**config.mk**
```make
export PLATFORM = sky130hd
export DESIGN_NAME = mc_ctrl
export DESIGN_NICKNAME = d
export VERILOG_FILES = /design/src/rtl/mc_pkg.sv /design/src/rtl/mc_wait_timer.sv /design/src/rtl/mc_ctrl.sv
export SDC_FILE = /design/constraint.sdc
export NUM_CORES = 1
export LEC_CHECK = 0
export CAP_MARGIN = 30
export CORE_ASPECT_RATIO = 1.75
export CORE_MARGIN = 8
export CORE_UTILIZATION = 25
export DETAILED_ROUTE_END_ITERATION = 12
export SLEW_MARGIN = 20
export SYNTH_ARGS = -nofsm -noshare
export SYNTH_HDL_FRONTEND = slang
export SYNTH_HIERARCHICAL = 1
export SYNTH_SLANG_ARGS = --single-unit
```
**constraint.sdc**
```tcl
create_clock -name clk -period 6.5 [get_ports clk]
set_clock_uncertainty 0.05 [all_clocks]
set_input_delay 1.95 -clock clk [delete_from_list [all_inputs] [get_ports clk]]
set_output_delay 1.95 -clock clk [all_outputs]
set_load 0.005 [all_outputs]
```
**src/rtl/mc_pkg.sv**
```systemverilog
// Shared encodings for the multi-cycle core sequencer: FSM states,
// PC-source selects and ALU operation codes.
package mc_pkg;

   typedef enum logic [2:0] {
      ST_FETCH  = 3'd0,
      ST_DECODE = 3'd1,
      ST_EXEC   = 3'd2,
      ST_MEM    = 3'd3,
      ST_WB     = 3'd4,
      ST_FAULT  = 3'd7
   } mc_state_t;

   localparam logic [1:0] PCSEL_P4  = 2'b00;
   localparam logic [1:0] PCSEL_BR  = 2'b01;
   localparam logic [1:0] PCSEL_J   = 2'b10;
   localparam logic [1:0] PCSEL_INT = 2'b11;

   // ALUop is {isRtype, isbranch}; both bits may be set together
   localparam logic [1:0] ALUOP_ADD    = 2'b00;
   localparam logic [1:0] ALUOP_BRANCH = 2'b01;
   localparam logic [1:0] ALUOP_RTYPE  = 2'b10;

endpackage

```
**src/rtl/mc_wait_timer.sv**
```systemverilog
// Memory-request watchdog: counts consecutive request cycles without an
// ack and flags the cycle in which the WAIT_MAX-th such cycle ends.
// WAIT_MAX = 0 disables expiry.
module mc_wait_timer #(
   parameter int WAIT_MAX = 16
) (
   input  logic clk,
   input  logic rst_n,
   input  logic clr,
   input  logic req_nack,
   output logic expired,
   output logic count_zero
);

   localparam int CW = (WAIT_MAX < 2) ? 1 : $clog2(WAIT_MAX + 1);
   localparam logic [CW-1:0] CNT_LAST = CW'(WAIT_MAX - 1);
   localparam logic [CW-1:0] CNT_SAT  = '1;

   logic [CW-1:0] count_reg;

   // Clear has priority; saturate so a disabled watchdog never wraps to zero
   always_ff @(posedge clk) begin
      if (!rst_n) begin
         count_reg <= '0;
      end else if (clr) begin
         count_reg <= '0;
      end else if (req_nack && (count_reg != CNT_SAT)) begin
         count_reg <= count_reg + CW'(1);
      end
   end

   assign expired    = (WAIT_MAX != 0) && req_nack && (count_reg == CNT_LAST);
   assign count_zero = (count_reg == '0);

endmodule

```
**src/rtl/mc_ctrl.sv**
```systemverilog
// Multi-cycle sequencer (fetch/decode/execute/memory/writeback) sharing a
// single memory port between instruction fetch and data access.
// Control outputs are decoded from the registered state plus inputs.
module mc_ctrl
   import mc_pkg::*;
#(
   parameter int WAIT_MAX = 16
) (
   input  logic        clk,
   input  logic        rst_n,
   input  logic        INT,
   input  logic        isStype,
   input  logic        isRtype,
   input  logic        isItype,
   input  logic        isLw,
   input  logic        isjump,
   input  logic        isbranch,
   input  logic        zero,
   input  logic        mem_ack,
   output logic        mem_req,
   output logic        IorD,
   output logic        MemRead,
   output logic        MemWrite,
   output logic        IRWrite,
   output logic        PCWrite,
   output logic [1:0]  pcSel,
   output logic        RegWrite,
   output logic        Mem2Reg,
   output logic        ALUSrc,
   output logic [1:0]  ALUop,
   output logic [2:0]  state,
   output logic        fault,
   output logic [31:0] retired
);

   mc_state_t   state_reg, state_next;
   logic        fault_reg;
   logic [31:0] retired_reg;
   logic        retire;
   logic        fetch_int;
   logic        wait_clr, wait_nack, wait_expired, wait_zero;

   // An interrupt PC load is only taken before a fetch request has gone out
   assign fetch_int = (state_reg == ST_FETCH) && INT && wait_zero;

   // Request is decoded straight from state so the watchdog has no path
   // through the next-state logic
   assign mem_req   = rst_n && (((state_reg == ST_FETCH) && !fetch_int) ||
                                (state_reg == ST_MEM));
   assign wait_nack = mem_req && !mem_ack;
   assign wait_clr  = (mem_req && mem_ack) ||
                      ((state_next != state_reg) &&
                       ((state_next == ST_FETCH) || (state_next == ST_MEM)));

   mc_wait_timer #(
      .WAIT_MAX (WAIT_MAX)
   ) u_wait_timer (
      .clk        (clk),
      .rst_n      (rst_n),
      .clr        (wait_clr),
      .req_nack   (wait_nack),
      .expired    (wait_expired),
      .count_zero (wait_zero)
   );

   // Next-state and datapath control decode
   always_comb begin
      state_next = state_reg;
      IorD       = 1'b0;
      MemRead    = 1'b0;
      MemWrite   = 1'b0;
      IRWrite    = 1'b0;
      PCWrite    = 1'b0;
      pcSel      = PCSEL_P4;
      RegWrite   = 1'b0;
      Mem2Reg    = 1'b0;
      ALUSrc     = 1'b0;
      ALUop      = ALUOP_ADD;
      retire     = 1'b0;
      case (state_reg)
         ST_FETCH: begin
            if (fetch_int) begin
               PCWrite = 1'b1;
               pcSel   = PCSEL_INT;
            end else begin
               MemRead = 1'b1;
               if (mem_ack) begin
                  IRWrite    = 1'b1;
                  state_next = ST_DECODE;
               end else if (wait_expired) begin
                  state_next = ST_FAULT;
               end
            end
         end
         ST_DECODE: begin
            state_next = ST_EXEC;
         end
         ST_EXEC: begin
            ALUSrc = !(isRtype || isbranch);
            ALUop  = (isRtype  ? ALUOP_RTYPE  : ALUOP_ADD) |
                     (isbranch ? ALUOP_BRANCH : ALUOP_ADD);
            if (isbranch) begin
               PCWrite    = 1'b1;
               pcSel      = zero ? PCSEL_BR : PCSEL_P4;
               retire     = 1'b1;
               state_next = ST_FETCH;
            end else if (isjump) begin
               PCWrite    = 1'b1;
               pcSel      = PCSEL_J;
               retire     = 1'b1;
               state_next = ST_FETCH;
            end else if (isLw || isStype) begin
               state_next = ST_MEM;
            end else if (isRtype || isItype) begin
               state_next = ST_WB;
            end else begin
               // unflagged encodings are treated as plain ALU ops
               state_next = ST_WB;
            end
         end
         ST_MEM: begin
            IorD     = 1'b1;
            MemRead  = isLw;
            MemWrite = isStype;
            ALUSrc   = 1'b1;
            if (mem_ack) begin
               if (isLw) begin
                  state_next = ST_WB;
               end else begin
                  PCWrite    = 1'b1;
                  pcSel      = PCSEL_P4;
                  retire     = 1'b1;
                  state_next = ST_FETCH;
               end
            end else if (wait_expired) begin
               state_next = ST_FAULT;
            end
         end
         ST_WB: begin
            RegWrite   = 1'b1;
            Mem2Reg    = isLw;
            PCWrite    = 1'b1;
            pcSel      = PCSEL_P4;
            retire     = 1'b1;
            state_next = ST_FETCH;
         end
         ST_FAULT: begin
            state_next = ST_FAULT;
         end
         default: begin
            state_next = ST_FAULT;
         end
      endcase
      // Reset silences every enable and aborts the instruction in flight
      if (!rst_n) begin
         IorD       = 1'b0;
         MemRead    = 1'b0;
         MemWrite   = 1'b0;
         IRWrite    = 1'b0;
         PCWrite    = 1'b0;
         pcSel      = PCSEL_P4;
         RegWrite   = 1'b0;
         Mem2Reg    = 1'b0;
         ALUSrc     = 1'b0;
         ALUop      = ALUOP_ADD;
         retire     = 1'b0;
         state_next = ST_FETCH;
      end
   end

   // State, sticky fault flag and retired-instruction counter
   always_ff @(posedge clk) begin
      if (!rst_n) begin
         state_reg   <= ST_FETCH;
         fault_reg   <= 1'b0;
         retired_reg <= '0;
      end else begin
         state_reg <= state_next;
         if (state_next == ST_FAULT) begin
            fault_reg <= 1'b1;
         end
         if (retire) begin
            retired_reg <= retired_reg + 32'd1;
         end
      end
   end

   assign state   = state_reg;
   assign fault   = fault_reg;
   assign retired = retired_reg;

endmodule
```
## Word-level counts from Yosys, hierarchy flattened

Index checks and enable logic that the tools add are counted.

| storage, ports and cells | value |
|---|---|
| register bits | 41 |
| input bits | 11 |
| output and inout port bits | 49 |
| logic and storage cells | 84 |

| operators by class | value |
|---|---|
| add/sub/neg operators | 2 |
| eq/ne operators | 9 |
| mux-type cells | 46 |
| bitwise logic cells | 2 |
| reductions and logical operators | 21 |

Operators by type and width:

| cell | number |
|---|---|
| $add 32x1->32 const B | 1 |
| $mux 3 | 9 |
| $mux 1 | 24 |
| $pmux 3 s5 | 1 |
| $mux 2 | 7 |
| $eq 3x2->1 const B | 3 |
| $logic_and 1x1->1 | 9 |
| $eq 3x3->1 const B | 2 |
| $logic_not 3->1 | 2 |
| $add 5x1->5 const B | 1 |
| $eq 5x4->1 const B | 1 |
| $logic_not 5->1 | 1 |
| $logic_or 1x1->1 | 5 |
| $ne 5x5->1 const B | 1 |
| $pmux 1 s2 | 2 |
| $pmux 1 s4 | 1 |
| $pmux 2 s2 | 1 |
| $eq 3x1->1 const B | 1 |
| $logic_not 1->1 | 3 |
| $ne 3x3->1 | 1 |
| $pmux 1 s3 | 1 |
| $or 2x1->2 | 1 |
| $reduce_or 2->1 | 1 |
| $not 1->1 | 1 |

## Depth between registers and ports, before layout

Gate-level depths: netlist of run 1.

| depth | value |
|---|---|
| depth in word-level cells | 19 |
| gate-level depth with buffers | 14 |
| gate-level depth less buffers | 14 |

## By module

Netlist of run 1, hierarchy kept.

By module, submodules not included:

| module | instances | cells an instance | area each (µm²) |
|---|---|---|---|
| mc_ctrl | 1 | 256 | 2,050.7 |
| mc_wait_timer | 1 | 32 | 282.8 |

## Worst setup path after synthesis of run 1

No wires, ideal clock.

| timing path | value |
|---|---|
| kind | in2out |
| start | input port isLw |
| end | output port PCWrite |
| data arrival time | 2,842 ps |
| data required time | 4,500 ps |
| slack | 1,658 ps |
| cell stages on the path | 6 |
| buffers on the path | 1 |
| cell sequence | nand2b_1 -> nor3_1 -> buf_2 -> o21bai_1 -> a21oi_1 -> nor2_1 |

| between the ends | value |
|---|---|
| longest elaborated chain between the ends | 4 |

Ends and longest elaborated chain:

| element | line | source |
|---|---|---|
| start: declaration | mc_ctrl.sv:15 | `input logic isLw,` |
| $mux 1 | mc_ctrl.sv:127 | `if (isLw) begin` |
| $mux 1 | mc_ctrl.sv:126 | `if (mem_ack) begin` |
| $pmux 1 s4 | mc_ctrl.sv:80 | `case (state_reg)` |
| $mux 1 | mc_ctrl.sv:155 | `if (!rst_n) begin` |
| end: declaration | mc_ctrl.sv:25 | `output logic PCWrite,` |

No other way between the ends.

## Worst setup path after layout of run 1

| timing path | value |
|---|---|
| start | input port mem_ack |
| end | output port PCWrite |

| between the ends | value |
|---|---|
| longest elaborated chain between the ends | 3 |

Ends and longest elaborated chain:

| element | line | source |
|---|---|---|
| start: declaration | mc_ctrl.sv:19 | `input logic mem_ack,` |
| $mux 1 | mc_ctrl.sv:126 |  |
| $pmux 1 s4 | mc_ctrl.sv:80 |  |
| $mux 1 | mc_ctrl.sv:155 |  |

No other way between the ends.

==> reports/qor.csv, run 1 <==
stage;metric;value;unit
timing;slew margin rel.;54.36;%
run;maxcap violations;0;
timing;final worst path period share;89.54;%
place;dpl cells;455;
die;die area;12800;sq um
run_status;outcome;finished clean;
timing;Slew Limit Fails;0;
synthesis;Yosys top cell area share;35.17;%
worst_setup_path;CP Class;primary input to output pin;
synthesis;syn_area_per_cell;8.102;sq um
detailed_routing;Vias/cell;4.991;
clock_network;CTS resizes;0;
power_and_ir_drop;total power;586.0;uW
finish;n_diodes;0;
power_and_ir_drop;Internal;449.5;uW
finish;fraction of layout cells with a size suffix above 1;6.395;%
power_and_ir_drop;Switch Pwr;136.6;uW
timing;Final Hold Viols;0;
finish;Syn-to-layout area delta;36.84;%
finish;Final Core Density;35.11;%
worst_setup_path;crit path capture type;output pin;
global_route;vias in the first global route;2246;
clock_network;CTS buffer count;5;
clock_network;clock root buffer;clkbuf_16;
finish;max FFs per register;32;
power_and_ir_drop;worst vdd ir;94.20;uV
detailed_routing;DRC Markers;0;
place;placed inst area;3028;sq um
synthesis;ys async rst share;0;%
synthesis;syn_nets;304;
place;post-DP HPWL;4921;um
die;die height;143.8;um
power_and_ir_drop;Clk pwr share;44.1;%
clock_network;post-CTS setup buffer count;0;
clock_network;CTS tree;yes;
global_route;first-pass GRT wire length;10750;um
timing;Max Clk Rate;0.1718;GHz
synthesis;Synth area leader;dfxtp_1;
synthesis;post-synthesis sequential area ratio;35.17;%
synthesis;Synth Register Bits;41;
die;initial core utilization;25.66;%
clock_network;CTS H-Tree Depth;2;
detailed_routing;vias;2316;
worst_setup_path;CP Launch Type;primary input;
clock_network;hold_buf cts;0;
synthesis;Post-synth top flop;dfxtp_1;
clock_network;clk sinks;41;
clock_network;Reg clk slew, reported paths;0.06;ns
place;Routability Congestion;0.7594;
synthesis;library cells used by synthesis;55;
worst_setup_path;Crit Path Max Fanout;7;
synthesis;Yosys warning count;6;
timing;Tmin final;5.820;ns
worst_setup_path;WP data required;4.50;ns
power_and_ir_drop;Comb pwr share;11.3;%
power_and_ir_drop;Power Dens Cells;183.5;nW/um^2
clock_network;Worst-Skew Late Latency;0.28;ns
finish;post-route insts no fill;464;
detailed_routing;DR WL/cell;14.11;um
worst_setup_path;CP arrival;3.82;ns
synthesis;Post-Synthesis Cells;288;
finish;nets;359;
die;Core Region;9094;sq um
finish;Final Instance Area;3193;sq um
global_route;Total GRT Usage;10.67;%
die;FP Rows;46;
power_and_ir_drop;sequential share of power;44.6;%
clock_network;Clock Tree Buf Depth;2;
place;PortBufs;58;
power_and_ir_drop;Sw Ratio;23.30;%
detailed_routing;initial DRC count;157;
detailed_routing;Routed Antenna Nets;0;
global_route;largest net degree at the start of global routing;26;
timing;actual slew at the worst max-slew pin;0.6750;ns
synthesis;Syn Std Cell Area;2333;sq um
die;Die W;89.03;um
timing;RSZ-0062 raised after global routing;false;
timing;setup TNS;0;ns
timing;Setup Viol. Count Final;0;
die;# IOs;60;
synthesis;number of flops mapped to enable cells by yosys;0;
worst_hold_path;worst hold path type;register to register;
global_route;antenna violations before repair;0;
power_and_ir_drop;Leakage;1.046;nW
global_route;grt total ovfl;0;
detailed_routing;WL final;6545;um
synthesis;Synth area leaders;dfxtp_1, a21oi_1, nor2_1, o21ai_0, nand2_1;
detailed_routing;1st-pass router iterations;4;
==> synth_stat cells (2+ instances only) <==
master     number
o2111ai_1       4
dfxtp_1        41
or4_1           6
nand2_1        19
nor2_1         24
nor2b_1         2
and3_1          7
nand2b_1        6
xor2_1          7
mux2i_1         2
ha_1            5
nand3_1        12
nor3_1          9
xnor2_1         4
o21ai_0        15
nand4_1         3
clkbuf_1        8
o21bai_1        2
nor4_1          5
o31ai_1         9
and2_1          9
inv_1          10
a21oi_1        29
o21a_1          6
buf_2           5
or3_1          10
==> critical path: stages <==
cell and delay (ns):
clkdlybuf4s50_1 0.62, nand2b_1 0.11, nor3_1 0.29, o21bai_1 0.17, a21oi_1 0.08, nor2_1 0.09
clkdlybuf4s50_1 0.52
==> cells by family (layout without fill, tap and decap cells) <==
family                   Yosys count  count (layout)  synth area share [%]
adder cells (fa/ha/maj)            5               5                 2.681
multiplexers                       3               3                 1.340
XOR/XNOR                          11              11                 4.129
flip-flops                        41              41                 35.17
AND/OR/NAND/NOR                  123             123                 29.60
buffers and inverters             24              80                 4.129
AO/OA/AOI/OAI                     81              81                 22.95
==> layout make-up <==
class,instances,area (sq um)
Timing Repair Buffer,62,610.6
Inverter,10,37.54
Clock inverter,1,5.005
Tap cell,120,150.1
Fill cell,989,5901
Sequential cell,41,820.8
Multi-Input combinational cell,223,1416
Clock buffer,7,152.6
==> placed cells by master, fill, tap and decap left out, types with 2 or more instances in the layout <==
master            n
nor4_1            5
nand4_1           3
clkdlybuf4s50_1  58
xnor2_1           4
ha_1              5
and3_1            7
inv_1            10
a21oi_1          29
clkbuf_16         5
nand2b_1          6
nor3_1            9
nand2_1          19
nor2_1           24
dfxtp_1          41
o21bai_1          2
o31ai_1           9
or3_1            10
buf_4             4
nand3_1          12
nor2b_1           2
o21a_1            6
clkbuf_8          2
mux2i_1           2
and2_1            9
o21ai_0          15
o2111ai_1         4
xor2_1            7
or4_1             6
==> metrics by stage <==
step	worst slack (ns)	hold WS, ns
4_1_cts	0.6672	0.4236
6_report	0.6802	0.4159
3_3_place_gp	0.6749	0.4075
5_1_grt	0.5773	0.4394
2_1_floorplan	1.658	0.4140
3_5_place_dp	0.6750	0.4079
==> power by group through the flow <==
stage | registers [mW] | clock network (mW) | logic [mW]
after global placement | 0.267 | 0 | 0.0668
after floorplan | 0.262 | 0 | 0.0413
after CTS | 0.261 | 0.269 | 0.0673
after detailed placement | 0.267 | 0 | 0.0669
after global routing | 0.262 | 0.280 | 0.0736
final | 0.261 | 0.258 | 0.0664
==> layer usage <==
metal	wire [um]	global-route usage, %	up-vias
met4	82	3.704	0
li1	-	-	1167
met3	405	3.261	6
met2	3441	19.19	55
met5	0	0	-
met1	2616	11.19	1088
==> final timing paths <==
check	startpoint	to	slack (ns)	cells after the start
max	mem_ack	PCWrite	0.68	7
min	fault	fault	0.42	1
max reg2reg	u_wait_timer/count_reg[0]	u_wait_timer/count_reg[4]	3.01	14
min reg2reg	fault	fault	0.42	1
(Power assumes the default switching activity.)
==> run 2, diff against run 1 <==
--- a/config.mk
+++ b/config.mk
@@ -7,9 +7,10 @@
 export LEC_CHECK = 0
 export CAP_MARGIN = 30
 export CORE_ASPECT_RATIO = 1.75
-export CORE_MARGIN = 8
+export CORE_MARGIN = 4
 export CORE_UTILIZATION = 25
 export DETAILED_ROUTE_END_ITERATION = 12
+export GPL_ROUTABILITY_DRIVEN = 0
 export SLEW_MARGIN = 20
 export SYNTH_ARGS = -nofsm -noshare
 export SYNTH_HDL_FRONTEND = slang
==> run 2 against run 1 <==
Cell count is 0.22% lower. Largest cell class unchanged. Critical path type unchanged. Combinational power is 0.8% higher. First-iteration DRC count shrank 15%. Critical endpoint unchanged. Hold slack improved by 0.014 ns. Clock-buffer cell count did not move.
==> reports/qor.csv, run 2 (same netlist as run 1, synthesis figures left out) <==
stage;metric;value;unit
place;PortBufs;58;
clock_network;Reg clk slew, reported paths;0.06;ns
clock_network;clk sinks;41;
worst_setup_path;CP Launch Type;primary input;
timing;Setup Viol. Count Final;0;
worst_setup_path;CP peak stage delay;0.62;ns
worst_setup_path;number of buffers and inverters on the critical path;2;
detailed_routing;initial DRC count;133;
detailed_routing;WL final;6472;um
place;post-DP HPWL;4729;um
run_status;outcome;finished clean;
global_route;grt total ovfl;0;
die;# IOs;60;
power_and_ir_drop;worst vdd ir;123.6;uV
timing;slew margin rel.;52.61;%
clock_network;post-CTS setup buffer count;0;
timing;setup TNS;0;ns
worst_setup_path;capturing point of the worst reg2reg path;u_wait_timer/count_reg[4];
die;die area;11000;sq um
global_route;first-pass GRT wire length;11000;um
worst_setup_path;crit path capture type;output pin;
worst_setup_path;WP depth;7;
timing;actual slew at the worst max-slew pin;0.7009;ns
place;dpl cells;455;
finish;most common cell after layout, fill and taps aside;clkdlybuf4s50_1;
detailed_routing;1st-pass router iterations;5;
worst_setup_path;Crit. Startpoint;mem_ack;
worst_hold_path;worst hold path type;register to register;
worst_setup_path;crit path cell chain;clkdlybuf4s50_1 > nand2b_1 > nor3_1 > o21bai_1 > a21oi_1 > nor2_1 > clkdlybuf4s50_1;
power_and_ir_drop;Leakage;1.046;nW
worst_setup_path;Crit Path Max Fanout;7;
global_route;antenna violations before repair;0;
timing;Max Clk Rate;0.1721;GHz
die;die height;135.8;um
run;maxcap violations;0;
detailed_routing;vias;2315;
worst_setup_path;R2R Setup Slk;2.95;ns
worst_setup_path;Worst Setup EP;PCWrite;
power_and_ir_drop;Power Dens Cells;192.2;nW/um^2
worst_setup_path;CP Class;primary input to output pin;
worst_setup_path;reg2reg path depth;14;
finish;max FFs per register;32;
finish;footprint of the multi-input gates;1420;sq um
detailed_routing;Vias/cell;5.000;
die;FP Rows;46;
clock_network;Worst-Skew Late Latency;0.27;ns
worst_setup_path;WP data required;4.50;ns
clock_network;CTS tree;yes;
timing;Final Hold Viols;0;
global_route;largest net degree at the start of global routing;25;
die;initial core utilization;25.66;%
worst_setup_path;CP max stage cell;clkdlybuf4s50_1;
timing;Slew Limit Fails;0;
clock_network;clock root buffer;clkbuf_16;
clock_network;CTS resizes;0;
timing;Tmin final;5.809;ns
clock_network;CTS buffer count;5;
timing;RSZ-0062 raised after global routing;false;
die;Die W;81.03;um
clock_network;CTS H-Tree Depth;2;
timing;final worst path period share;89.37;%
finish;Seq. cell area;820.8;sq um
worst_setup_path;Crit path top cell by count;clkdlybuf4s50_1;
global_route;vias in the first global route;2349;
finish;# fillers;1018;
worst_setup_path;Worst R2R Start;u_wait_timer/count_reg[0];
clock_network;Clock Tree Buf Depth;2;
worst_setup_path;CP arrival;3.81;ns
finish;post-route insts no fill;463;
detailed_routing;DRC Markers;0;
finish;most frequent cells in the layout;clkdlybuf4s50_1, dfxtp_1, a21oi_1;
global_route;Total GRT Usage;12.33;%
die;Core Region;9094;sq um
finish;fraction of layout cells with a size suffix above 1;6.122;%
detailed_routing;Routed Antenna Nets;0;
finish;nets;358;
finish;Syn-to-layout area delta;37.32;%
detailed_routing;DR WL/cell;13.98;um
finish;n_diodes;0;
clock_network;hold_buf cts;0;
worst_setup_path;CP delay by family, top;buffers and inverters;
run 2: cell count changes in the layout (fill, tap and decap cells not counted), sizes merged:
cell and change:
clkinv -1, bufinv +1, buf -1
run 2: tightest hold or removal path: cells and delay by family, from the launching register on:
family / cells / cell delay [ns]
muxes: 1 / 0.05
and+or+nand+nor: 1 / 0.06
DFF: 1 / 0.32
run 2: cell type report:
class / instances / share of cell area (%)
timing repair buffer: 61 / 18.82
multi-input combinational: 223 / 44.32
inverter: 10 / 1.171
clock buffer: 7 / 4.451
sequential: 41 / 25.62
clock inverter: 1 / 0.9371
tap: 120 / 4.686
run 2: how the worst min path moves through the flow:
stage                              start                        end  slack (ns)  cells past startpoint
6_report                     retired[13]                retired[13]        0.43                      2
5_1_grt        u_wait_timer/count_reg[1]  u_wait_timer/count_reg[1]        0.46                      2
4_1_cts                      retired[13]                retired[13]        0.44                      2
3_5_place_dp                 retired[31]                retired[31]        0.43                      2
3_3_place_gp                 retired[13]                retired[13]        0.42                      2
2_1_floorplan                retired[13]                retired[13]        0.41                      2
run 2: metal layers:
layer | wire [um] | GRT usage [%]
met5 | 0 | 0
met4 | 98 | 3.571
met3 | 212 | 1.864
met2 | 3407 | 22.60
met1 | 2753 | 14.40
run 2: through the flow:
step           setup slack, ns  utilization, %  power (mW)  instance area [sq um]  hold slack [ns]
2_1_floorplan            1.658               -      0.3035                   2333           0.4140
3_3_place_gp            0.6430           33.30      0.3335                   3028           0.4162
3_5_place_dp            0.6827           33.30      0.3338                   3028           0.4295
4_1_cts                 0.6833           35.20      0.6232                   3201           0.4379
5_1_grt                 0.5350           35.24      0.6401                   3204           0.4639
6_report                0.6906           35.24      0.6157                   3204           0.4300
run 2: report_power, final:
group | switching (mW) | internal, mW | total, mW
Combinational | 0.0342 | 0.0327 | 0.0669
Sequential | 0.00686 | 0.254 | 0.261
Clock | 0.0958 | 0.192 | 0.288
Total | 0.137 | 0.479 | 0.616
